### config.mk
export PLATFORM = sky130hd
export DESIGN_NAME = uart_tx_core
export DESIGN_NICKNAME = d
export VERILOG_FILES = /design/src/rtl/uart_pkg.sv /design/src/rtl/uart_baud_tick.sv /design/src/rtl/uart_tx_core.sv
export SDC_FILE = /design/constraint.sdc
export NUM_CORES = 1
export LEC_CHECK = 0
export ABC_AREA = 1
export CAP_MARGIN = 10
export CORE_ASPECT_RATIO = 1.1
export CORE_MARGIN = 5
export CORE_UTILIZATION = 60
export DETAILED_ROUTE_END_ITERATION = 10
export HOLD_SLACK_MARGIN = 0.08
export PLACE_DENSITY = 0.81
export SYNTH_ARGS = -nofsm -noshare
export SYNTH_HDL_FRONTEND = slang
export SYNTH_SLANG_ARGS = --single-unit
### constraint.sdc
create_clock -name clk -period 2.8 [get_ports clk]
set_input_delay 0.84 -clock clk [delete_from_list [all_inputs] [get_ports clk]]
set_output_delay 0.84 -clock clk [all_outputs]
set_load 0.05 [all_outputs]
### src/rtl/uart_pkg.sv
// Shared UART definitions: frame width, default bit period, FSM states.
// Used by both the transmitter and the receiver.
package uart_pkg;

    localparam int UART_DATA_BITS    = 8;
    localparam int UART_CLKS_PER_BIT = 5208;
    localparam int BAUD_CNT_W        = 16;

    typedef enum logic [1:0] {
        IDLE  = 2'd0,
        START = 2'd1,
        DATA  = 2'd2,
        STOP  = 2'd3
    } uart_state_e;

endpackage

### src/rtl/uart_baud_tick.sv
// Bit-period counter: counts 0..CLKS_PER_BIT-1, tick on the last count.
// Clear pins the count at zero so every state entry starts a fresh period.
module uart_baud_tick
    import uart_pkg::*;
#(
    parameter int CLKS_PER_BIT = UART_CLKS_PER_BIT
) (
    input  logic clk,
    input  logic reset,
    input  logic clear,
    output logic tick
);

    logic [BAUD_CNT_W-1:0] cnt;

    assign tick = (cnt == BAUD_CNT_W'(CLKS_PER_BIT - 1));

    always_ff @(posedge clk) begin
        if (reset || clear || tick) begin
            cnt <= '0;
        end else begin
            cnt <= cnt + BAUD_CNT_W'(1);
        end
    end

endmodule

### src/rtl/uart_tx_core.sv
// UART transmitter: THR + TSR double buffer, 8N1 framing, LSB first.
// Line outputs are registered, so they trail the FSM state by one cycle.
module uart_tx_core
    import uart_pkg::*;
#(
    parameter int CLKS_PER_BIT = UART_CLKS_PER_BIT,
    parameter int DATA_BITS    = UART_DATA_BITS
) (
    input  logic                 clk,
    input  logic                 reset,
    input  logic                 load,
    input  logic [DATA_BITS-1:0] thr_data,
    output logic                 tx_data,
    output logic                 thr_empty,
    output logic                 busy,
    output logic                 tx_done
);

    uart_state_e          state, state_n;
    logic [DATA_BITS-1:0] thr;
    logic [DATA_BITS-1:0] tsr;
    logic                 thr_full;
    logic [2:0]           bit_idx;
    logic                 tick;
    logic                 load_tsr;
    logic                 shift;
    logic                 done_n;
    logic                 line_n;
    logic                 accept;

    assign thr_empty = ~thr_full;
    assign accept    = load && !thr_full;

    uart_baud_tick #(
        .CLKS_PER_BIT(CLKS_PER_BIT)
    ) u_baud (
        .clk  (clk),
        .reset(reset),
        .clear(state == IDLE),
        .tick (tick)
    );

    always_comb begin
        state_n  = state;
        load_tsr = 1'b0;
        shift    = 1'b0;
        done_n   = 1'b0;
        line_n   = 1'b1;
        unique case (state)
            IDLE: begin
                if (thr_full) begin
                    state_n  = START;
                    load_tsr = 1'b1;
                end
            end
            START: begin
                line_n = 1'b0;
                if (tick) state_n = DATA;
            end
            DATA: begin
                line_n = tsr[0];
                if (tick) begin
                    shift = 1'b1;
                    if (bit_idx == 3'(DATA_BITS - 1)) state_n = STOP;
                end
            end
            STOP: begin
                if (tick) begin
                    done_n = 1'b1;
                    // Chain straight into the next frame when a byte waits
                    if (thr_full) begin
                        state_n  = START;
                        load_tsr = 1'b1;
                    end else begin
                        state_n = IDLE;
                    end
                end
            end
            default: state_n = IDLE;
        endcase
    end

    always_ff @(posedge clk) begin
        if (reset) begin
            state    <= IDLE;
            thr      <= '0;
            tsr      <= '0;
            thr_full <= 1'b0;
            bit_idx  <= '0;
            tx_data  <= 1'b1;
            busy     <= 1'b0;
            tx_done  <= 1'b0;
        end else begin
            state   <= state_n;
            tx_data <= line_n;
            busy    <= (state != IDLE);
            tx_done <= done_n;
            if (accept) begin
                thr      <= thr_data;
                thr_full <= 1'b1;
            end else if (load_tsr) begin
                thr_full <= 1'b0;
            end
            if (load_tsr) begin
                tsr     <= thr;
                bit_idx <= '0;
            end else if (shift) begin
                tsr     <= {1'b0, tsr[DATA_BITS-1:1]};
                bit_idx <= bit_idx + 3'd1;
            end
        end
    end

endmodule

==> flow_summary.toml <==
[outcome]
status = "finished, final reports clean"

[synthesis]
synth_enable_flop_cells = 0
top_cells_by_count_synth = "52 x sky130_fd_sc_hd__nand2_1, 41 x sky130_fd_sc_hd__dfxtp_1, 31 x sky130_fd_sc_hd__inv_1, 29 x sky130_fd_sc_hd__a21oi_1, 27 x sky130_fd_sc_hd__nand3_1"
synthesis.area_um2 = 2000
postSynthAreaPerCell_um2 = 7.34
synthArstFlopShare_pct = 0
synth_seq_area_share_pct = 41.1
synth_fa_ha_area_share_pct = 5.02
simple_gate_fraction_of_synth_area_pct = 31.9
synth.net_count = 291
yosysTopAreaCell = "sky130_fd_sc_hd__dfxtp_1"
netlist_instances = 272
synth_seq_cells = 41
synth.distinct_cells = 28
ys_warn_count = 0
combinational_family_with_the_most_area_after_synthesis = "simple AND/OR/NAND/NOR gates"
synth_compound_gate_area_share_pct = 11.4
synth_mux_area_share_pct = 0
synthTopCellsByArea = "sky130_fd_sc_hd__dfxtp_1 41%, sky130_fd_sc_hd__nand2_1 9.8%, sky130_fd_sc_hd__a21oi_1 7.3%"
dominantRegCellSynth = "sky130_fd_sc_hd__dfxtp_1"
post-synth-top-area-fraction_pct = 41.1
yosys.cell_count.top_type = "sky130_fd_sc_hd__nand2_1"
yosys.area_share.xor_xnor_pct = 2.19

[sta]
final-hold-violation-count = 0
finClkSkew_ns = 0.00507
setup_total_negative_slack_ns = 0
rsz_0062_raised_after_global_routing = "no"
final.hold.worst_slack_ns = 0.461
worst_slack_ns = 0.338
final.min_clock_period_ns = 2.46
fmax_ghz = 0.406
drv_slew = 0
rel_slew_slack_pct = 64.0
worst-slew-pin-transition_ns = 0.536
setup_viol = 0
post-route-period-util_pct = 87.9

[setup_path]
critical-path-top-delay-family = "buffers and inverters"
rr_endpoint = "tsr[4]"
critical_path_peak_fanout = 5
r2r_setup_slk_ns = 0.96
reg2reg_depth = 9
timing.critical_path.buf_inv = 2
slowest_delay_ns = 0.81
timing.critical_path.to_type = "output pin"
cp_slowest_cell = "sky130_fd_sc_hd__clkdlybuf4s50_1"
worstSetupPathType = "reg2out"
crit_path_start_kind = "register"
worstPathCellList = "inv_1, clkdlybuf4s50_1"
critical_path_required_ns = 1.96
crit_arrival_ns = 1.62
crit_reg_reg_startpoint = "u_baud.cnt[0]"

[job]
timing.max_cap.violations = 0

[global_route]
vias_in_the_first_global_route = 1619
track_usage_pct = 18.8
grt_remaining_overflow = 0
grt_antenna_before_repair = 0
grt_max_degree = 17
first_pass_grt_wire_length_um = 6800

[route]
first_pass_iters = 5
route.vias.total = 1705
drt_drc_violations_left = 0
per_cell_routed_wire_length_um = 11.6
route.detailed.vias_per_inst = 5.21
drt_iter0_markers = 165
finalWirelength_um = 3780
route.antenna.remaining_nets = 0

[die]
boundary_pin_count = 15
initial_utilization_pct = 60.9
die-area_um2 = 4580
die-width_um = 65.0
standard_cell_row_count = 22
chipHeight_um = 70.5
fp.coreArea_um2 = 3280

[power]
power.leakage_nw = 0.847
ir_drop_v = 0.000354
power_density_nw_per_um2 = 687

[cells_and_area]
final_layout_size_suffix_gt1_share_pct = 10.7
nets = 309
flow.area_growth_from_synthesis_pct = 11.2
insertedDiodeCount = 0

[min_path]
timing.hold.worst.start = "thr[4]"
hold_class = "reg2reg"
holdPathEnd = "thr[4]"
hold_depth = 2

[placed_design]
gpl.final_weighted_congestion = 0.861
place_ws_ns = 0.683
hpwlAfterDp_um = 2780
io_buffer_count = 14

[clocking]
clk_path_buf_depth = 2
cts_post_setup_buffers_inserted = 0
cts_made_buffers = 5
post_cts_resize_count = 0
tritoncts = "done"
root_buffer = "sky130_fd_sc_hd__clkbuf_4"
cts_stage_hold_buffer_count = 0
path_clk_slew_ns = 0.12
numClockSinks = 41
h-tree-depth = 2
clock_latency_ns = 0.36
==> cell usage in the layout, fill, tap and decap left out, types with 3 or more instances in the layout <==
cell                               n
sky130_fd_sc_hd__clkinv_1          3
sky130_fd_sc_hd__inv_2             3
sky130_fd_sc_hd__nand2_4           3
sky130_fd_sc_hd__nor2_2            7
sky130_fd_sc_hd__nor2_1           23
sky130_fd_sc_hd__nor3_1            7
sky130_fd_sc_hd__clkbuf_4          5
sky130_fd_sc_hd__dfxtp_1          41
sky130_fd_sc_hd__ha_1              8
sky130_fd_sc_hd__a21oi_1          29
sky130_fd_sc_hd__o21ai_0          13
sky130_fd_sc_hd__nand3_1          27
sky130_fd_sc_hd__clkdlybuf4s50_1  14
sky130_fd_sc_hd__inv_1            31
sky130_fd_sc_hd__xor2_1            4
sky130_fd_sc_hd__nand2_2           3
sky130_fd_sc_hd__nand2_1          52
==> routing by layer <==
layer / vias to the layer above / GRT usage, % / part of all wire, %
met1: 755 / 24.3 / 48
met3: 7 / 5.47 / 4.1
met4: 0 / 8.92 / 2.0
met2: 33 / 28.5 / 45
li1: 910 / - / -
met5: - / 0 / 0
==> flip-flops by register name, summed over array words and instances (netlist names) <==
| signal | cells |
|---|---|
| bit_idx | 3 |
| busy | 1 |
| state | 2 |
| thr | 8 |
| thr_full | 1 |
| tsr | 8 |
| tx_data | 1 |
| tx_done | 1 |
| u_baud.cnt | 16 |
==> power by group <==
part / leakage, nW / total (mW) / switching (mW) / internal, mW
logic: 0.481 / 0.521 / 0.337 / 0.184
registers: 0.334 / 0.717 / 0.0518 / 0.665
clock network: 0.0320 / 0.286 / 0.191 / 0.0957
total: 0.847 / 1.52 / 0.579 / 0.945
==> cell families (layout without fill, tap and decap cells) <==
logic type | after synthesis | in the layout
compound gates | 44 | 44
xor+xnor | 5 | 5
fa+ha+maj | 8 | 8
buf+inv | 42 | 61
flops | 41 | 41
simple gates | 132 | 132
==> worst max path at each step <==
stage	cells after the start	startpoint	to	slack [ns]
2_1_floorplan	6	load	thr[5]	1.24
3_3_place_gp	6	load	thr[3]	0.70
3_5_place_dp	6	load	thr[1]	0.68
4_1_cts	2	thr_full	thr_empty	0.33
5_1_grt	2	thr_full	thr_empty	0.28
6_report	2	thr_full	thr_empty	0.34
==> stage by stage <==
step | cells | instance area (um^2) | utilization [%] | power (mW)
floorplan | 272 | 2000 | - | 1.13
global placement | 319 | 2170 | 66.2 | 1.24
detailed placement | 319 | 2170 | 66.2 | 1.25
CTS | 327 | 2220 | 67.8 | 1.54
global route | 327 | 2220 | 67.8 | 1.64
finish | 327 | 2220 | 67.8 | 1.52
==> cell type report <==
| cell class | instances | area [um^2] |
|---|---|---|
| fillers | 283 | 1060 |
| multi-input cells | 189 | 1010 |
| flip-flops and latches | 41 | 821 |
| repair buffers | 16 | 155 |
| inverters | 37 | 139 |
| well taps | 36 | 45.0 |
| clock buffers | 6 | 41.3 |
| clock inverters | 2 | 10.0 |
==> worst register-to-register path, cell delays in order (launching register included) <==
cell and delay, ns:
sky130_fd_sc_hd__dfxtp_1 0.37, sky130_fd_sc_hd__ha_1 0.27, sky130_fd_sc_hd__nand3_1 0.10, sky130_fd_sc_hd__nor2_1 0.19, sky130_fd_sc_hd__nand3_2 0.26, sky130_fd_sc_hd__inv_2 0.27, sky130_fd_sc_hd__nand2_1 0.08, sky130_fd_sc_hd__nand2_1 0.07
sky130_fd_sc_hd__nand2_1 0.05, sky130_fd_sc_hd__a21oi_1 0.11
(Power assumes the default switching activity.)
==> variant 1: new RTL, same flow settings <==
Make the reset (`reset`) asynchronous in one clocked block.
--- a/src/rtl/uart_tx_core.sv
+++ b/src/rtl/uart_tx_core.sv
@@ -82,3 +82,3 @@
 
-    always_ff @(posedge clk) begin
+    always_ff @(posedge clk or posedge reset) begin
         if (reset) begin
Formal check against the unedited RTL: differs if reset is asserted again (counterexample within 4 cycles, from zero or initial values and one cycle with reset high); with reset held inactive, the same outputs for 10 cycles.
==> variant 1 against the original RTL <==
  * Synthesized cell count fell by 2.9%
  * Area after synthesis rose by 1.9%
  * Routed wire length rose by 0.13%
  * Critical path depth did not move
  * Worst setup slack got worse by 0.082 ns
  * First-iteration DRC count fell by 33%
  * Sequential cell count did not move
  * Non-clock buffer count fell by 1
  * Final area rose by 2.3%
  * Via count fell by 3.8%
  * Count of clock-buffer cells in the layout did not move
  * Largest cell class is now registers
Power is not compared: it rests on default switching activity, and its combinational part moved more than twofold at a synthesized area within 25%.
==> variant 1: results (changes against the original RTL) <==
<table>
<tr><th>Metric</th><th>Value</th></tr>
<tr><th colspan="2">Outcome</th></tr>
<tr><td>Run status</td><td>finished, final reports clean</td></tr>
<tr><th colspan="2">Final layout</th></tr>
<tr><td>Non-Filler Instances</td><td>319 (-2.4%)</td></tr>
<tr><td>Ratio of cells with drive above 1 in the final layout</td><td>8.13% (-2.5 points)</td></tr>
<tr><td>Net total in the final layout</td><td>301 (-2.6%)</td></tr>
<tr><th colspan="2">Global route</th></tr>
<tr><td>Wire length of the first global-routing pass</td><td>6.63 mm (-2.4%)</td></tr>
<tr><td>Maximum number of pins on one net before global-route repair</td><td>26 (+9)</td></tr>
<tr><td>Met3 Resource Use GR</td><td>5.24% (-0.23 points)</td></tr>
<tr><td>Number of global-route vias before repair</td><td>1,549 (-4.3%)</td></tr>
<tr><th colspan="2">Placed design</th></tr>
<tr><td>Pre-CTS setup slack</td><td>0.514 ns (-0.169 ns)</td></tr>
<tr><td>DP Cell Count</td><td>311 (-2.5%)</td></tr>
<tr><td>Placed wire-length estimate</td><td>2.69 mm (-3.4%)</td></tr>
<tr><td>Routability cong.</td><td>0.941 (+9.4%)</td></tr>
<tr><th colspan="2">Timing</th></tr>
<tr><td>Worst hold margin</td><td>0.460 ns (-0.00112 ns)</td></tr>
<tr><td>Transition at the pin with the smallest max-transition slack</td><td>0.530 ns (-0.00559 ns)</td></tr>
<tr><td>Skew final</td><td>0.0182 ns (+0.0131 ns)</td></tr>
<tr><td>Achievable Freq</td><td>0.393 GHz (-3.2%)</td></tr>
<tr><th colspan="2">Synthesis</th></tr>
<tr><td>List of most frequent post-synthesis cells</td><td>sky130_fd_sc_hd__nand2_1, sky130_fd_sc_hd__inv_1, sky130_fd_sc_hd__nor2_1, sky130_fd_sc_hd__nand3_1, sky130_fd_sc_hd__dfrtp_1</td></tr>
<tr><td>Area fraction in compound gates after synthesis</td><td>5.91% (-5.5 points)</td></tr>
<tr><td>Fraction of synthesized cell area in xor and xnor cells</td><td>1.29% (-0.90 points)</td></tr>
<tr><td>Share of cell area taken by muxes after synthesis</td><td>0.554% (+0.55 points)</td></tr>
<tr><td>Arithmetic-cell share of the synthesized area counting full adders, half adders and majority gates</td><td>4.92% (-0.093 points)</td></tr>
<tr><td>Share of synthesized registers carrying an async set or reset</td><td>61.0% (+61 points)</td></tr>
<tr><td>Synth Net Count</td><td>283 (-2.7%)</td></tr>
<tr><td>Sequential area share after synthesis</td><td>46.6% (+5.5 points)</td></tr>
<tr><th colspan="2">Die</th></tr>
<tr><td>Die Span X</td><td>65.5 um (+0.79%)</td></tr>
<tr><th colspan="2">Route</th></tr>
<tr><td>Average routed wire per standard cell</td><td>11.9 um (+2.6%)</td></tr>
<tr><td>Iteration-0 DRC Markers</td><td>110 (-33%)</td></tr>
<tr><th colspan="2">Critical path</th></tr>
<tr><td>R2R setup slack</td><td>0.81 ns (-0.15 ns)</td></tr>
</table>
[variant 1: path summary, 6_finish.rpt]
| kind | depth (start not counted) | to | from |
|---|---|---|---|
| hold reg to reg | 1 | u_baud.cnt[0] | u_baud.cnt[0] |
| hold / removal | 1 | u_baud.cnt[0] | u_baud.cnt[0] |
| max in group asynchronous | 3 | tx_data | reset |
| setup reg to reg | 5 | thr_full | state[0] |
| setup / recovery | 2 | thr_empty | thr_full |
| min in group asynchronous | 3 | thr[2] | reset |
[variant 1: critical path, delay by kind of cell, from the launching register on]
family	cells	cell delay [ns]
flip-flops	1	0.42
buffers and inverters	2	0.94
[variant 1: area by class of cell]
type                       count  area (um^2)
multi-input combinational    177          897
clock buffer                   6         41.3
tap                           36         45.0
sequential                    41          947
timing repair buffer          15          148
clock inverter                 2         35.0
fill                         278         1030
inverter                      42          158
[variant 1: power by group]
| part | switching (uW) | internal [uW] |
|---|---|---|
| Sequential | 14.3 | 631 |
| Combinational | 52.8 | 38.3 |
| Clock | 194 | 187 |
| Total | 261 | 856 |
==> variant 2: new RTL, same flow settings <==
Made on the original files. `UART_DATA_BITS`: 8 -> 9.
--- a/src/rtl/uart_pkg.sv
+++ b/src/rtl/uart_pkg.sv
@@ -4,3 +4,3 @@
 
-    localparam int UART_DATA_BITS    = 8;
+    localparam int UART_DATA_BITS    = 9;
     localparam int UART_CLKS_PER_BIT = 5208;
Interface: changed (resized thr_data); port bits go from 15 to 16. The function was not compared with the original's and may differ.
==> variant 2 against the original RTL <==
  * Via count increased by 5.1%
  * Final cell count increased by 6.1%
  * Area after synthesis increased by 3.9%
  * Sequential cell count increased by 2
  * Routed wire length decreased by 1.7%
  * Final area increased by 5.0%
  * Total power increased by 6.7%
  * Worst setup slack got worse by 0.11 ns
  * Global-route usage decreased by 0.53 points
==> variant 2: results (changes against the original RTL) <==
<table>
<tr><th>Metric</th><th>Value</th></tr>
<tr><th colspan="2">Pwr</th></tr>
<tr><td>Maximum ir drop on the vdd rail</td><td>0.000721 V (+100%)</td></tr>
<tr><td>Cell leakage power</td><td>0.000912 uW (+7.6%)</td></tr>
<tr><td>Sw Share</td><td>37.4% (-0.60 points)</td></tr>
<tr><th colspan="2">Timing</th></tr>
<tr><td>Final worst-path setup slack</td><td>0.230 ns (-0.108 ns)</td></tr>
<tr><td>Skew final</td><td>0.00595 ns (+0.000876 ns)</td></tr>
<tr><th colspan="2">Global route</th></tr>
<tr><td>GRT Resource Usage Total</td><td>18.3% (-0.53 points)</td></tr>
<tr><td>Met2 capacity usage during global routing</td><td>31.3% (+2.8 points)</td></tr>
<tr><td>Met1 usage</td><td>21.3% (-3.0 points)</td></tr>
<tr><td>Wire length of the first global-routing pass</td><td>6.91 mm (+1.6%)</td></tr>
<tr><td>Maximum number of pins on one net before global-route repair</td><td>19 (+2)</td></tr>
<tr><th colspan="2">Route</th></tr>
<tr><td>Routed met1 length</td><td>1.69 mm (-7.9%)</td></tr>
<tr><td>Detailed-router iteration count before antenna repair</td><td>4 (-1)</td></tr>
<tr><td>Routed length on met2</td><td>1.79 mm (+4.2%)</td></tr>
<tr><td>Total Routed Length</td><td>3.72 mm (-1.7%)</td></tr>
<tr><th colspan="2">Placed design</th></tr>
<tr><td>Pre-CTS setup slack</td><td>0.572 ns (-0.111 ns)</td></tr>
<tr><td>Routability cong.</td><td>0.814 (-5.5%)</td></tr>
<tr><th colspan="2">Final layout</th></tr>
<tr><td>Largest registers</td><td>u_baud.cnt: 16 flops, thr: 9 flops, tsr: 9 flops</td></tr>
<tr><td>Ratio of cells with drive above 1 in the final layout</td><td>9.03% (-1.6 points)</td></tr>
<tr><td>Net total in the final layout</td><td>318 (+2.9%)</td></tr>
<tr><th colspan="2">Synthesis</th></tr>
<tr><td>List of most frequent post-synthesis cells</td><td>sky130_fd_sc_hd__nand2_1, sky130_fd_sc_hd__nor2_1, sky130_fd_sc_hd__dfxtp_1, sky130_fd_sc_hd__inv_1, sky130_fd_sc_hd__nand3_1</td></tr>
<tr><td>Area fraction in compound gates after synthesis</td><td>9.89% (-1.5 points)</td></tr>
<tr><td>Largest cells by area after synthesis</td><td>sky130_fd_sc_hd__dfxtp_1, sky130_fd_sc_hd__nand2_1, sky130_fd_sc_hd__nor2_1</td></tr>
<tr><th colspan="2">Worst hold path</th></tr>
<tr><td>Startpoint of the most critical hold path</td><td>u_baud.cnt[0]</td></tr>
<tr><th colspan="2">Outcome</th></tr>
<tr><td>Run status</td><td>finished, final reports clean</td></tr>
<tr><th colspan="2">Critical path</th></tr>
<tr><td>Worst-case reg-to-reg path depth</td><td>8 (-1)</td></tr>
<tr><td>Critical Path AT</td><td>1.73 ns (+0.11 ns)</td></tr>
<tr><td>Largest fanout on the critical path</td><td>4 (-1)</td></tr>
</table>
## variant 2: cell types whose count changed in the layout (fill, tap and decap cells not counted), moves of 4 or more
cell	change
sky130_fd_sc_hd__a21oi_1	-8
sky130_fd_sc_hd__inv_1	-6
sky130_fd_sc_hd__nand2_1	-4
sky130_fd_sc_hd__nand3b_1	+8
sky130_fd_sc_hd__nor2_1	+24
sky130_fd_sc_hd__nor2_2	-4
sky130_fd_sc_hd__nor3_1	-4
## variant 2: final cells by class
type | count | area, um^2
Fill cell | 296 | 1000
Multi-Input combinational cell | 200 | 1070
Timing Repair Buffer | 18 | 173
Clock buffer | 7 | 45.0
Clock inverter | 1 | 5.00
Tap cell | 48 | 60.1
Inverter | 30 | 113
Sequential cell | 43 | 861
## variant 2: stage by stage
step	total power, uW	cells	hold slack, ns
2_1_floorplan	1240	278	0.418
4_1_cts	1640	347	0.472
6_report	1630	347	0.469
3_5_place_dp	1360	339	0.448
3_3_place_gp	1350	339	0.440
5_1_grt	1760	347	0.509
